<file path="src/rtl/imm_pack_unit_pkg.sv">
// Shared encodings and field masks for the immediate packer.
// Masks select the instr[31:7] bit positions owned by each immediate format.
package imm_pack_unit_pkg;

    typedef enum logic [1:0] {
        IMM_I = 2'b00,
        IMM_S = 2'b01,
        IMM_B = 2'b10,
        IMM_J = 2'b11
    } imm_src_e;

    localparam logic [24:0] MASK_I  = 25'h1FFE000;
    localparam logic [24:0] MASK_SB = 25'h1FC001F;
    localparam logic [24:0] MASK_J  = 25'h1FFFFE0;

    function automatic logic [24:0] fmt_mask(input imm_src_e src);
        case (src)
            IMM_I:   return MASK_I;
            IMM_J:   return MASK_J;
            default: return MASK_SB;
        endcase
    endfunction

endpackage

</file>
<file path="src/rtl/imm_pack_fmt.sv">
// Combinational scatter of immediate bits into the 25-bit instr[31:7] field.
// Positions not owned by the format are left zero; the caller merges BASE there.
module imm_pack_fmt
    import imm_pack_unit_pkg::*;
(
    input  logic [1:0]  src,
    input  logic [20:0] imm,
    output logic [24:0] field
);

    always_comb begin
        field = '0;
        case (src)
            IMM_I: begin
                field[24:13] = imm[11:0];
            end
            IMM_S: begin
                field[24:18] = imm[11:5];
                field[4:0]   = imm[4:0];
            end
            IMM_B: begin
                field[24]    = imm[12];
                field[23:18] = imm[10:5];
                field[4:1]   = imm[4:1];
                field[0]     = imm[11];
            end
            IMM_J: begin
                field[24]    = imm[20];
                field[23:14] = imm[10:1];
                field[13]    = imm[11];
                field[12:5]  = imm[19:12];
            end
            default: begin
                field = '0;
            end
        endcase
    end

endmodule

</file>
<file path="src/rtl/imm_pack_unit.sv">
// Two-stage valid/ready immediate encoder: stage 1 captures the request and checks range/alignment,
// stage 2 holds the packed instr[31:7] field merged with the caller's template bits.
module imm_pack_unit
    import imm_pack_unit_pkg::*;
#(
    parameter int CNT_W = 8
) (
    input  logic             CLK,
    input  logic             RST,
    input  logic             IN_VALID,
    output logic             IN_READY,
    input  logic [31:0]      IMM,
    input  logic [1:0]       IMMSRC,
    input  logic [24:0]      BASE,
    output logic             OUT_VALID,
    input  logic             OUT_READY,
    output logic [24:0]      INSTR,
    output logic             RANGE_ERR,
    output logic             ALIGN_ERR,
    output logic [CNT_W-1:0] ERR_CNT
);

    logic               vld_p1;
    logic signed [31:0] imm_p1;
    imm_src_e           src_p1;
    logic [24:0]        base_p1;
    logic               adv_p1;
    logic               range_p1;
    logic               align_p1;
    logic [24:0]        field_p1;
    logic [24:0]        mask_p1;
    logic [24:0]        merged_p1;

    logic               vld_p2;
    logic [24:0]        instr_p2;
    logic               range_p2;
    logic               align_p2;
    logic [CNT_W-1:0]   err_cnt;

    // True when v[31:msb] are all copies of the same bit, i.e. v fits in msb+1 signed bits.
    function automatic logic fits_signed(input logic signed [31:0] v, input logic [4:0] msb);
        logic signed [31:0] s;
        s = v >>> msb;
        return (s == 32'sd0) || (s == -32'sd1);
    endfunction

    function automatic logic [CNT_W-1:0] sat_inc(input logic [CNT_W-1:0] c);
        return (&c) ? c : c + CNT_W'(1);
    endfunction

    assign adv_p1   = !vld_p2 || OUT_READY;
    assign IN_READY = !vld_p1 || adv_p1;

    // ---- stage 1: request capture ----
    always_ff @(posedge CLK) begin
        if (IN_VALID && IN_READY) begin
            imm_p1  <= $signed(IMM);
            src_p1  <= imm_src_e'(IMMSRC);
            base_p1 <= BASE;
        end
    end

    always_comb begin
        range_p1 = 1'b0;
        align_p1 = 1'b0;
        case (src_p1)
            IMM_I, IMM_S: begin
                range_p1 = !fits_signed(imm_p1, 5'd11);
            end
            IMM_B: begin
                range_p1 = !fits_signed(imm_p1, 5'd12);
                align_p1 = imm_p1[0];
            end
            IMM_J: begin
                range_p1 = !fits_signed(imm_p1, 5'd20);
                align_p1 = imm_p1[0];
            end
            default: begin
                range_p1 = 1'b0;
            end
        endcase
    end

    imm_pack_fmt u_fmt (
        .src   (src_p1),
        .imm   (imm_p1[20:0]),
        .field (field_p1)
    );

    assign mask_p1   = fmt_mask(src_p1);
    assign merged_p1 = (field_p1 & mask_p1) | (base_p1 & ~mask_p1);

    // ---- stage 2: result register, flags travel with the packed field ----
    always_ff @(posedge CLK) begin
        if (RST) begin
            vld_p1   <= 1'b0;
            vld_p2   <= 1'b0;
            instr_p2 <= '0;
            range_p2 <= 1'b0;
            align_p2 <= 1'b0;
            err_cnt  <= '0;
        end else begin
            if (IN_READY) begin
                vld_p1 <= IN_VALID;
            end
            if (adv_p1) begin
                vld_p2 <= vld_p1;
            end
            if (adv_p1 && vld_p1) begin
                instr_p2 <= merged_p1;
                range_p2 <= range_p1;
                align_p2 <= align_p1;
            end
            if (vld_p2 && OUT_READY && (range_p2 || align_p2)) begin
                err_cnt <= sat_inc(err_cnt);
            end
        end
    end

    assign OUT_VALID = vld_p2;
    assign INSTR     = instr_p2;
    assign RANGE_ERR = range_p2;
    assign ALIGN_ERR = align_p2;
    assign ERR_CNT   = err_cnt;

endmodule

</file>
<file path="config.mk">
export PLATFORM = sky130hd
export DESIGN_NAME = imm_pack_unit
export DESIGN_NICKNAME = d
export VERILOG_FILES = /design/src/rtl/imm_pack_unit_pkg.sv /design/src/rtl/imm_pack_fmt.sv /design/src/rtl/imm_pack_unit.sv
export SDC_FILE = /design/constraint.sdc
export NUM_CORES = 1
export LEC_CHECK = 0
export BUFFER_PORTS_ARGS = -buffer_cell sky130_fd_sc_hd__buf_2
export CAP_MARGIN = 20
export CORE_MARGIN = 2
export CORE_UTILIZATION = 25
export CTS_CLUSTER_SIZE = 40
export DETAILED_ROUTE_END_ITERATION = 8
export MAX_ROUTING_LAYER = met4
export PLACE_DENSITY_LB_ADDON = 0.15
export REMOVE_ABC_BUFFERS = 1
export SYNTH_ARGS = -nofsm -noshare
export SYNTH_HDL_FRONTEND = slang
export SYNTH_HIERARCHICAL = 1
export SYNTH_SLANG_ARGS = --single-unit
</file>
<file path="constraint.sdc">
create_clock -name CLK -period 2 [get_ports CLK]
set_input_delay 0.2 -clock CLK [delete_from_list [all_inputs] [get_ports CLK]]
set_output_delay 0.2 -clock CLK [all_outputs]
set_load 0.01 [all_outputs]
</file>
[Word level (Yosys, flattened, before mapping)]
Index checks and enable logic that the tools add are counted.
Operators by class
  add/sub/neg operators: 1
  equality and inequality tests: 6
  mux-type cells: 7
  bitwise logic cells: 5
  reductions and logical operators: 23
Operators with widths (number)
  logical NOT 32 bit: 3
  AND 25 bit: 2
  one-hot mux 18 bit (2 select lines): 1
  inverter 25 bit: 1
  bitwise OR 25 bit: 1
  == test 21 x 1 -> 1 bit (second input constant): 1
  one-hot mux 7 bit (3 select lines): 1
  == test 20 x 1 -> 1 bit (second input constant): 1
  one-hot mux 5 bit (2 select lines): 2
  == test 12 x 1 -> 1 bit (second input constant): 1
  adder 8 x 1 -> 8 bit (second input constant): 1
  two-way mux 8 bit: 1
  AND reduction 8 bit: 1
  logical OR 1 bit: 6
  logical NOT 1 bit: 5
  == test 2 bit (second input constant): 2
  logical AND 1 bit: 4
  OR reduction 2 bit: 2
  one-hot mux 1 bit (3 select lines): 1
  == test 2 x 1 -> 1 bit (second input constant): 1
  logical NOT 2 bit: 1
  AND reduction 2 bit: 1
  two-way mux 1 bit: 1
  inverter 1 bit: 1
Storage, ports and cells
  register bits: 96
  input bits: 63
  output and inout port bits: 37
  word-level logic and storage cells: 51

[Depth between registers and ports, before layout]
  word-level depth: 5
  gate-level depth with buffers: 6
  depth with buffers taken out: 6

[By module]
The synthesis kept the hierarchy.
By module, submodules not included
  imm_pack_unit: instances 1, cells each 247, area an instance 3288.2 um^2, seq. area each 2302.2 um^2
  imm_pack_fmt: instances 1, cells each 41, area an instance 299.0 um^2, seq. area each 0.0 um^2

[Least setup slack after synthesis]
Ideal clock, no wire load.
  kind: reg-to-reg
  start point: register vld_p2, in the netlist OUT_VALID
  end point: register base_p1[0], enable pin
  library setup time: 0.415 ns
  arrival time: 1.898 ns
  data required time: 1.585 ns
  path slack: -0.313 ns
  cell stages (with the launch flop): 4
  path buffers: 0
  period minus slack after synthesis: 2.313 ns
  path through: dfxtp_1 > nor2b_1 > nand2_1 > and2_1
On the way
  cells in the longest elaborated chain, start to end: 4
Ends and longest elaborated chain
  start, declared: RTL line imm_pack_unit.sv:34  | logic vld_p2;
  start signal, assigned: RTL line imm_pack_unit.sv:107  | vld_p2 <= vld_p1;
  logical NOT 1 bit: RTL line imm_pack_unit.sv:51  | assign adv_p1 = !vld_p2 || OUT_READY;
  logical OR 1 bit: RTL line imm_pack_unit.sv:51
  logical OR 1 bit: RTL line imm_pack_unit.sv:52  | assign IN_READY = !vld_p1 || adv_p1;
  net IN_READY: RTL line imm_pack_unit.sv:11  | output logic IN_READY,
  logical AND 1 bit: RTL line imm_pack_unit.sv:56  | if (IN_VALID && IN_READY) begin
  end signal, assigned: RTL line imm_pack_unit.sv:59  | base_p1 <= BASE;
  end, declared: RTL line imm_pack_unit.sv:26  | logic [24:0] base_p1;
The timed path passes the listed nets, and every way through them passes these cells.
A chain may end at the register's enable or synchronous reset.

[Final worst setup path]
  start point: register src_p1[1]
  end point: register instr_p2[2], in the netlist INSTR[2]
On the way
  elaborated cells on any way between the ends: 10
  classes of those cells: eq/ne: 3; mux: 2; bitwise: 4; reduce/logical: 1
RTL lines
  start, declared: RTL line imm_pack_unit.sv:25  | imm_src_e src_p1;
  start signal, assigned: RTL line imm_pack_unit.sv:58  | src_p1 <= imm_src_e'(IMMSRC);
  == test 2 bit / == test 2 x 1 -> 1 bit (equally long branches): RTL line imm_pack_fmt.sv:13  | case (src)
  one-hot mux 5 bit (2 select lines) (*): RTL line imm_pack_fmt.sv:13
  net field_p1[2]: RTL line imm_pack_unit.sv:30  | logic [24:0] field_p1;
  AND 25 bit (*): RTL line imm_pack_unit.sv:91  | assign merged_p1 = (field_p1 & mask_p1) | (base_p1 & ~mask_p1);
  bitwise OR 25 bit (*): RTL line imm_pack_unit.sv:91
  end signal, assigned: RTL line imm_pack_unit.sv:110  | instr_p2 <= merged_p1;
  end, declared: RTL line imm_pack_unit.sv:35  | logic [24:0] instr_p2;
The timed path passes the listed nets; every way through them passes the cells marked *.

==> impl_results.md <==
* Post-route minimum period at 1670 ps
* Routed WL per cell at 14.2 um
* Mapped Cells at 288
* CP cell instances: inv_1, ha_1, o21a_1, and2_1, mux2i_1, a211oi_1
* Number of synthesized flops with an enable pin at 52
* Synth cell count leaders: 52 x edfxtp_1, 37 x dfxtp_1, 31 x nor2_1, 24 x nand2_1
* Fin. Hold Viols at 0
* Run status: finished clean
* Ratio of cells with drive above 1 in the final layout at 30.7%
* Initial antenna violation count at 0
* R2R depth at 6
* Yosys reg bits at 89
* Power density cells at 910 mW/mm^2
* Total global routing overflow at 0
* Mux cell area share after synthesis at 5.02%
* Largest family of logic cells by synthesized area: simple AND/OR/NAND/NOR gates
* Port buffer count at 92
* Slowest cell delay on critical path at 460 ps
* Sink Count at 89
* Crit-path max FO at 6
* Hold WS at 29.1 ps
* Vias in the first global route at 2,379
* Area share of the leading cell type in the synthesized netlist at 43.5%
* XOR/XNOR Fraction of Synth Area at 1.46%
* Total Wirelength at 8.03 mm
* Longest Clk Path Bufs at 2
* Area Overhead vs Synth at 26.5%
* Async S/R FF share, synth at 0%
* Dominant cell type by area after synthesis: edfxtp_1
* Post-CTS Hold Buffers at 0
* Ant. Diodes at 0
* F_max at 599 MHz
* DR iter-0 viols at 75
* CP startpoint kind: flop
* Ys flop type: edfxtp_1
* Slowest CP cell: edfxtp_1
* TritonCTS clock tree: built
* Post-Layout Cell Count at 564
* Vias per cell at 4.26
* Total power at 4.13 mW
* Final Setup Violations at 0
* Total setup buffers inserted after CTS at 0
* Synth top area cells: edfxtp_1 44%, dfxtp_1 21%, mux2i_1 5.0%, a211oi_1 3.8%, nor2_1 3.2%
* Rows at 43
* CTS resizes at 0
* Placed insts at 548
* Core box area at 0.0139 sq mm
* WP data arrival at 1920 ps
* Max-cap violations at 0
* Slew Viols, Final at 0
* Initial Util at 25.7%
* Slew @ Worst Pin at 481 ps
* RePlAce Congestion at 0.743
* Residual DRC at 0
* Hold path cells at 1
* Critical Path End Type: flop
* Simple-Gate Fraction of Synth Area at 14.1%
* Clk_skew at 10.8 ps
* Crit-path leading delay family: compound AO/OA/AOI/OAI gates
* Hold Path Class: in -> reg
* Critical path class: reg -> reg
* Syn_area_per_cell at 12.5 sq um
* Largest net degree at the start of global routing at 47
* Setup WS pre-CTS at 291 ps
* WP buf/inv at 1
* First-pass GRT wire length at 12.4 mm
* Synth Warn # at 6
* Worst setup margin at 330 ps
* RSZ-0062 raised after global routing: false
* Total die area at 0.0153 sq mm
* Synth unique cells at 40
* DIE WIDTH at 124 um
* Required time worst endpoint at 2250 ps
* Num CTS Buffers at 9
* Tcrit/Tclk final at 83.5%
* Root Driver: clkbuf_16
* Routed Antenna Nets at 0
* Nets@finish at 450
* Core Util, Final at 32.6%
* Area of the mapped netlist at 0.00359 sq mm
* Gr usage total at 11.5%
* Most frequent cell after synthesis: edfxtp_1
* CTS H-tree lvls at 3
* # IOs at 100
* CP Depth at 6
* Leakage at 1.81 nW
* Peak supply drop at 0.402 mV
* Register area share after synthesis at 64.2%
* Max transition margin at 67.9%
* HPWL after DPL at 5.62 mm
* Compound-Gate Fraction of Synth Area at 8.75%
* TritonRoute pass-1 iters at 4
* Adder-Cell Fraction of Synth Area at 2.79%
* Clk slew on worst S/H paths at 70 ps
* Die height at 124 um
* Vias at 2,403
* Clock latency on the worst-skew pair at 340 ps
[sequential cells by signal, summed over array words and instances, names as in the netlist]
register / cells
src_p1: 2
base_p1: 18
vld_p1: 1
OUT_VALID: 1
ERR_CNT: 8
ALIGN_ERR: 1
INSTR: 25
RANGE_ERR: 1
imm_p1: 32
[cells by family after synthesis]
family,Yosys count
compound gates,43
xor+xnor,6
fa+ha+maj,8
buf+inv,23
flops,89
mux,18
simple gates,101
[report_power, final]
| part | internal [mW] | switching (mW) | leakage (nW) |
|---|---|---|---|
| Combinational | 0.158 | 0.185 | 0.854 |
| Clock | 0.992 | 0.697 | 0.141 |
| Sequential | 2.05 | 0.0493 | 0.811 |
| Total | 3.20 | 0.932 | 1.81 |
[area by class of cell]
cell class                      count  area, sq um
Timing Repair Buffer               99          538
Fill cell                        1404         9400
Sequential cell                    89         2300
Clock buffer                       10          239
Inverter                            4         15.0
Tap cell                          180          225
Clock inverter                      6         57.6
Multi-Input combinational cell    176         1160
[per-layer routing]
layer | share of wire (%) | vias up | track usage [%] | routed length [um]
met1 | 45 | 1109 | 14.0 | 3600
li1 | - | 1221 | - | -
met3 | 5.2 | 12 | 3.57 | 420
met4 | 2.1 | 0 | 4.90 | 165
met5 | 0 | - | - | 0
met2 | 48 | 61 | 17.5 | 3850
[cell usage in the layout (no fill, tap or decap), types with 2 or more instances in the layout]
| master | n |
|---|---|
| buf_2 | 92 |
| edfxtp_1 | 52 |
| dfxtp_1 | 37 |
| nor2_1 | 31 |
| nand2_1 | 24 |
| mux2i_1 | 18 |
| a211oi_1 | 18 |
| and2_1 | 15 |
| a21oi_1 | 12 |
| clkbuf_16 | 9 |
| ha_1 | 8 |
| nand4_1 | 6 |
| nand3_1 | 5 |
| nor4_1 | 5 |
| buf_4 | 5 |
| inv_1 | 4 |
| nor3_1 | 4 |
| xnor2_1 | 4 |
| clkinv_1 | 3 |
| nor2b_1 | 2 |
| o211ai_1 | 2 |
| xor2_1 | 2 |
| o21a_1 | 2 |
| nand3b_1 | 2 |
| buf_12 | 2 |
| a22oi_1 | 2 |
[worst register-to-register path, stage by stage, from the launching register on]
cell and delay [ps]:
edfxtp_1 460, inv_1 90, ha_1 360, o21a_1 240, and2_1 150, mux2i_1 60
a211oi_1 230
[through the flow]
step                      setup TNS, ps  instance area [sq um]
after floorplan                  -27180                   3470
after global placement                0                   4240
after detailed placement              0                   4240
after CTS                             0                   4540
after global routing                  0                   4540
final                                 0                   4540
[worst paths after layout]
kind                                start           to  slack [ps]
worst max register to register  src_p1[1]     INSTR[2]         330
worst max-delay path            src_p1[1]     INSTR[2]         330
worst min-delay path             BASE[12]  base_p1[12]          30
worst min register to register  INSTR[22]    INSTR[22]         450
Note: power is estimated with default switching activity, not from simulation.
